<file path="src/rtl/range_stream_tx_if.sv">
// Host/range-finder signal bundle for range_stream_tx.
// The slave modport is the transmitter; the master modport is the host plus range finder.
interface range_stream_tx_if #(
  parameter int unsigned WIDTH = 10
);
  logic             load_valid;
  logic [WIDTH-1:0] load_data;
  logic             load_ready;
  logic             start;
  logic             busy;
  logic             go;
  logic [WIDTH-1:0] data_out;
  logic             finish;
  logic [WIDTH-1:0] range_in;
  logic [WIDTH-1:0] result;
  logic             result_valid;
  logic             error;

  modport master (
    output load_valid, load_data, start, finish, range_in,
    input  load_ready, busy, go, data_out, result, result_valid, error
  );

  modport slave (
    input  load_valid, load_data, start, finish, range_in,
    output load_ready, busy, go, data_out, result, result_valid, error
  );
endinterface

</file>
<file path="src/rtl/range_stream_tx.sv">
// Range-finder transmit driver: buffers host samples, streams them as one
// contiguous go burst, then captures the returned range or flags a timeout.
module range_stream_tx #(
  parameter int unsigned WIDTH   = 10,
  parameter int unsigned DEPTH   = 8,
  parameter int unsigned TIMEOUT = 16
) (
  input  logic             clock,
  input  logic             reset,
  range_stream_tx_if.slave bus
);
  localparam int unsigned AW = $clog2(DEPTH);
  localparam int unsigned CW = AW + 1;
  localparam int unsigned TW = $clog2(TIMEOUT + 1);

  typedef enum logic [1:0] {S_IDLE, S_STREAM, S_WAIT} state_t;

  state_t           state_q, state_d;
  logic [WIDTH-1:0] mem_q [DEPTH];
  logic [WIDTH-1:0] mem_d [DEPTH];
  logic [AW-1:0]    wr_ptr_q, wr_ptr_d;
  logic [AW-1:0]    rd_ptr_q, rd_ptr_d;
  logic [CW-1:0]    count_q, count_d;
  logic [TW-1:0]    timer_q, timer_d;
  logic             go_q, go_d;
  logic [WIDTH-1:0] data_q, data_d;
  logic [WIDTH-1:0] result_q, result_d;
  logic             result_valid_q, result_valid_d;
  logic             error_q, error_d;
  logic             load_fire;
  logic [AW-1:0]    first_ptr;

  assign bus.load_ready   = (state_q == S_IDLE) && (count_q < CW'(DEPTH)) && !bus.start;
  assign bus.busy         = (state_q == S_STREAM) || (state_q == S_WAIT);
  assign bus.go           = go_q;
  assign bus.data_out     = data_q;
  assign bus.result       = result_q;
  assign bus.result_valid = result_valid_q;
  assign bus.error        = error_q;

  assign load_fire = bus.load_valid && bus.load_ready;
  // Oldest sample; a full buffer wraps so this equals wr_ptr.
  assign first_ptr = wr_ptr_q - count_q[AW-1:0];

  always_comb begin
    state_d        = state_q;
    mem_d          = mem_q;
    wr_ptr_d       = wr_ptr_q;
    rd_ptr_d       = rd_ptr_q;
    count_d        = count_q;
    timer_d        = timer_q;
    go_d           = go_q;
    data_d         = data_q;
    result_d       = result_q;
    result_valid_d = result_valid_q;
    error_d        = error_q;

    if (load_fire) begin
      mem_d[wr_ptr_q] = bus.load_data;
      wr_ptr_d        = wr_ptr_q + 1'b1;
      count_d         = count_q + 1'b1;
    end

    case (state_q)
      S_IDLE: begin
        if (bus.start) begin
          if (count_q != '0) begin
            // First sample is issued on the start edge so go rises the next cycle.
            state_d        = S_STREAM;
            result_valid_d = 1'b0;
            error_d        = 1'b0;
            go_d           = 1'b1;
            data_d         = mem_q[first_ptr];
            rd_ptr_d       = first_ptr + 1'b1;
            count_d        = count_q - 1'b1;
          end else begin
            error_d = 1'b1;
          end
        end
      end
      S_STREAM: begin
        if (count_q == '0) begin
          state_d = S_WAIT;
          go_d    = 1'b0;
          data_d  = '0;
          timer_d = '0;
        end else begin
          data_d   = mem_q[rd_ptr_q];
          rd_ptr_d = rd_ptr_q + 1'b1;
          count_d  = count_q - 1'b1;
        end
      end
      S_WAIT: begin
        if (bus.finish) begin
          state_d        = S_IDLE;
          result_d       = bus.range_in;
          result_valid_d = 1'b1;
        end else if (timer_q == TW'(TIMEOUT - 1)) begin
          state_d = S_IDLE;
          error_d = 1'b1;
        end else begin
          timer_d = timer_q + 1'b1;
        end
      end
      default: state_d = S_IDLE;
    endcase
  end

  always_ff @(posedge clock) begin
    if (reset) begin
      state_q        <= S_IDLE;
      wr_ptr_q       <= '0;
      rd_ptr_q       <= '0;
      count_q        <= '0;
      timer_q        <= '0;
      go_q           <= 1'b0;
      data_q         <= '0;
      result_q       <= '0;
      result_valid_q <= 1'b0;
      error_q        <= 1'b0;
    end else begin
      state_q        <= state_d;
      wr_ptr_q       <= wr_ptr_d;
      rd_ptr_q       <= rd_ptr_d;
      count_q        <= count_d;
      timer_q        <= timer_d;
      go_q           <= go_d;
      data_q         <= data_d;
      result_q       <= result_d;
      result_valid_q <= result_valid_d;
      error_q        <= error_d;
    end
  end

  // Buffer contents are don't-care after reset, so no reset term here.
  always_ff @(posedge clock) begin
    mem_q <= mem_d;
  end
endmodule

</file>
<file path="src/flat_wrapper.sv">
// flat-port wrapper written by rule: the top's interface ports become plain ports
module range_stream_tx_flat 
#(
  parameter int unsigned WIDTH   = 10,
  parameter int unsigned DEPTH   = 8,
  parameter int unsigned TIMEOUT = 16
)
  (clock, reset, bus_load_valid, bus_load_data, bus_start, bus_finish, bus_range_in, bus_load_ready, bus_busy, bus_go, bus_data_out, bus_result, bus_result_valid, bus_error);
  range_stream_tx_if #(.WIDTH(WIDTH)) bus_i ();
  input  logic clock;
  input  logic reset;
  input wire logic [$bits(bus_i.load_valid)-1:0] bus_load_valid;
  input wire logic [$bits(bus_i.load_data)-1:0] bus_load_data;
  input wire logic [$bits(bus_i.start)-1:0] bus_start;
  input wire logic [$bits(bus_i.finish)-1:0] bus_finish;
  input wire logic [$bits(bus_i.range_in)-1:0] bus_range_in;
  output wire logic [$bits(bus_i.load_ready)-1:0] bus_load_ready;
  output wire logic [$bits(bus_i.busy)-1:0] bus_busy;
  output wire logic [$bits(bus_i.go)-1:0] bus_go;
  output wire logic [$bits(bus_i.data_out)-1:0] bus_data_out;
  output wire logic [$bits(bus_i.result)-1:0] bus_result;
  output wire logic [$bits(bus_i.result_valid)-1:0] bus_result_valid;
  output wire logic [$bits(bus_i.error)-1:0] bus_error;
  assign bus_i.load_valid = bus_load_valid;
  assign bus_i.load_data = bus_load_data;
  assign bus_i.start = bus_start;
  assign bus_i.finish = bus_finish;
  assign bus_i.range_in = bus_range_in;
  assign bus_load_ready = bus_i.load_ready;
  assign bus_busy = bus_i.busy;
  assign bus_go = bus_i.go;
  assign bus_data_out = bus_i.data_out;
  assign bus_result = bus_i.result;
  assign bus_result_valid = bus_i.result_valid;
  assign bus_error = bus_i.error;
  range_stream_tx #(.WIDTH(WIDTH), .DEPTH(DEPTH), .TIMEOUT(TIMEOUT)) u_core (.clock(clock), .reset(reset), .bus(bus_i));
endmodule
</file>
<file path="config.mk">
export PLATFORM = sky130hd
export DESIGN_NAME = range_stream_tx_flat
export DESIGN_NICKNAME = d
export VERILOG_FILES = /design/src/rtl/range_stream_tx_if.sv /design/src/rtl/range_stream_tx.sv /design/src/flat_wrapper.sv
export SDC_FILE = /design/constraint.sdc
export NUM_CORES = 1
export LEC_CHECK = 0
export ABC_CLOCK_PERIOD_IN_PS = 5100
export CAP_MARGIN = 0
export CORE_MARGIN = 2
export CORE_UTILIZATION = 55
export CTS_CLUSTER_SIZE = 25
export DETAILED_ROUTE_END_ITERATION = 7
export PLACE_DENSITY = 0.76
export SKIP_CTS_REPAIR_TIMING = 1
export SYNTH_ARGS = -nofsm -noshare
export SYNTH_HDL_FRONTEND = slang
export SYNTH_SLANG_ARGS = --single-unit
</file>
<file path="constraint.sdc">
create_clock -name clock -period 5.1 [get_ports clock]
set_clock_uncertainty 0.1 [all_clocks]
set_input_delay 1.02 -clock clock [delete_from_list [all_inputs] [get_ports clock]]
set_output_delay 1.02 -clock clock [all_outputs]
set_load 0.1 [all_outputs]
</file>
==> impl_metrics.yaml <==
run_status:
  outcome: "finished clean"
global_route:
  grt_first_pass_wirelength_microns: 21700
  antenna_found_initial: 0
  use_met1: 0.316
  busiest_layer: "met2"
  grt_pass1_vias: 4063
  grt_use_met3: 0.0705
  overflow: 0
  grt_max_degree: 43
  grt_usage: 0.259
  met2_usage: 0.440
logic_synthesis:
  synth.distinct_cells: 53
  ys_seq_area_frac: 0.550
  synth_top_area_frac: 0.413
  synth-compound-area-share: 0.0995
  synthAdderAreaFrac: 0.0271
  muxShareOfSynthArea: 0.181
  synth_xor_area_frac: 0.00838
  avgSynthCellArea_sq_um: 12.4
  ys_ff_latch: 120
  synthesis.nets: 505
  synth_top_family_by_area: "multiplexers"
  netlist_area_sq_um: 5820
  netlist_instances: 468
  synthTopCellsByArea: "edfxtp_1 (41%), dfxtp_1 (14%), mux2_2 (7.9%)"
  yosysWarnings: 0
  synth-edff-count: 80
  synth_simple_gate_area_share: 0.0956
  yosysTopAreaCell: "edfxtp_1"
  synth_flop_cell: "edfxtp_1"
  async_flop_share: 0
detailed_routing:
  routed_wirelength_microns: 13900
  avgViaCountPerCell: 6.18
  drc: 0
  initialDrtViolationCount: 412
  wire_per_inst_microns: 21.1
  firstDrtPassIters: 5
  vias: 4082
  antenna_left: 0
setup_path:
  crit_fanout: 3
  cp.arrival_ps: 2390
  crit_required_ps: 3980
  worst_r2r_path_depth: 8
  rrSetupSlack_ps: 2110
  end_kind: "output port"
  r2r-end: "u_core.bus.data_out[7]$_SDFFE_PP0P_"
  critPathLaunchType: "register"
  timing.rr.start: "u_core.count_q[0]$_SDFF_PP0_"
  worstSetupPathType: "reg -> out"
clocking:
  cts_buffers: 17
  clock_sinks: 120
  clk_latency_ps: 520
  htree_levels: 4
  cts.clk_slew.worst_paths_ps: 60
  cts_tree: "done"
  clock_path_buffers: 2
  cts-root-buf: "clkbuf_8"
timing:
  final-max-slew-violation-count: 0
  max_slew_margin: 0.133
  fin_hold_ws_ps: 351
  finalSetupTns_ps: 0
  worst_slew_pin_slew_ps: 1300
  rsz0062_at_grt: "no"
  hold_viol: 0
  fin_crit_sh: 0.689
  fmax_ghz: 0.285
  post-route-min-period_ps: 3510
  setup_viol: 0
cells_and_area:
  seqCellArea_sq_um: 3200
  layout-drive-gt1-share: 0.204
  fin_cells: 661
  nFillCells: 724
  antennaDiodeCount: 0
  area_delta_synth_final_pct: 19.4
  mostFrequentLayoutCells: "edfxtp_1 (80), clkdlybuf4s50_1 (48), mux2_2 (41)"
  post-route-util: 0.674
  layout.nets: 549
  final_common_cell: "edfxtp_1"
  multiInputGateArea_sq_um: 2390
hold_path:
  hold_depth: 2
  hold_path_class: "reg -> reg"
  hp-start: "u_core.bus.result[1]$_SDFFE_PP0P_"
  hold_end: "u_core.bus.result[1]$_SDFFE_PP0P_"
power:
  p_sw_frac: 0.407
  leakage_nw: 2.35
  switchingPower_mw: 1.83
  irDropWorstVdd_mv: 0.318
  p_seq_frac: 0.271
  internal-power_mw: 2.66
  comb_power_share: 0.478
  p_clk_frac: 0.251
  power_density_nw_per_um2: 645
  power_mw: 4.49
floorplanning:
  row_count: 37
  initial_utilization: 0.564
  core_area_sq_um: 10300
  dieArea_sq_um: 11400
  pin_count: 50
  fp.dieH_microns: 107
  die_w_microns: 107
placed_design:
  gp_congestion: 0.789
  port_buffers: 49
  dp_cells: 629
  dpl.hpwl_microns: 8890
job:
  cap_violations: 0
[worst max-delay path: stages (launching register included)]
cell	delay, ps
dfxtp_1	340
inv_1	90
ha_1	310
clkdlybuf4s50_1	1130
[logic make-up after synthesis]
kind of cell | after synthesis
AO/OA/AOI/OAI | 89
XOR/XNOR | 4
adder cells (fa/ha/maj) | 12
buffers and inverters | 52
flip-flops | 120
multiplexers | 75
AND/OR/NAND/NOR | 116
[synth_stat cells (2+ instances only)]
library cell and n:
nand2_1 32, o21ai_0 8, nor3_1 18, a31oi_1 4, mux2_2 41, o22ai_1 21
buf_2 12, dfxtp_1 40, nand4_1 3, a21oi_1 31, nand2b_1 6, clkbuf_1 14
nor2b_1 2, and2_1 2, nor3b_1 3, a211o_1 2, or3_1 3, ha_1 11
nand3_1 3, nor4_1 2, edfxtp_1 80, inv_1 21, buf_1 2, o21a_1 2
nor2_1 33, o31a_1 11, mux2i_1 14, xor2_1 2, mux4_2 20, buf_4 2
[stage by stage]
step	worst slack (ps)	cell area [sq um]
after global routing	1520	6960
after global placement	1620	6390
after detailed placement	1540	6390
after floorplan	1410	5820
final	1590	6960
after CTS	1570	6960
[routing by layer]
layer,share of wire,vias to the layer above
met3,0.066,29
met2,0.50,183
li1,-,1865
met4,0.022,0
met1,0.41,2005
met5,0,-
[area by class of cell]
type                            instances  area share
Sequential cell                       120       0.461
Tap cell                              136      0.0245
Clock buffer                           17      0.0595
Inverter                               21      0.0113
Multi-Input combinational cell        296       0.344
Clock inverter                         15      0.0221
Timing Repair Buffer                   56      0.0777
[power groups by stage]
stage          Combinational, mW  Clock (mW)  Sequential [mW]
6_report                    2.14        1.13             1.22
5_1_grt                     2.28        1.19             1.23
4_1_cts                     2.14        1.14             1.22
3_5_place_dp                2.11           0             1.23
3_3_place_gp                2.07           0             1.23
2_1_floorplan               1.36           0             1.56
[sequential cells by signal, summed over array words and instances (netlist names)]
name,cells
u_core.bus.result,10
u_core.bus.error,1
u_core.bus.result_valid,1
u_core.mem_q,80
u_core.rd_ptr_q,3
u_core.wr_ptr_q,3
u_core.bus.data_out,10
u_core.count_q,4
u_core.bus.go,1
u_core.timer_q,5
u_core.state_q,2
[worst max path at each step]
| stage | start | cells after the start | to |
|---|---|---|---|
| 2_1_floorplan | bus_start | 4 | bus_load_ready |
| 4_1_cts | u_core.state_q[0]$_SDFFE_PP0P_ | 3 | bus_busy |
| 3_3_place_gp | bus_start | 4 | u_core.mem_q[55]$_DFFE_PP_ |
| 6_report | u_core.state_q[0]$_SDFFE_PP0P_ | 3 | bus_busy |
| 5_1_grt | u_core.state_q[0]$_SDFFE_PP0P_ | 3 | bus_busy |
| 3_5_place_dp | bus_start | 4 | u_core.mem_q[55]$_DFFE_PP_ |
No activity file was read; power rests on OpenSTA's default activity.
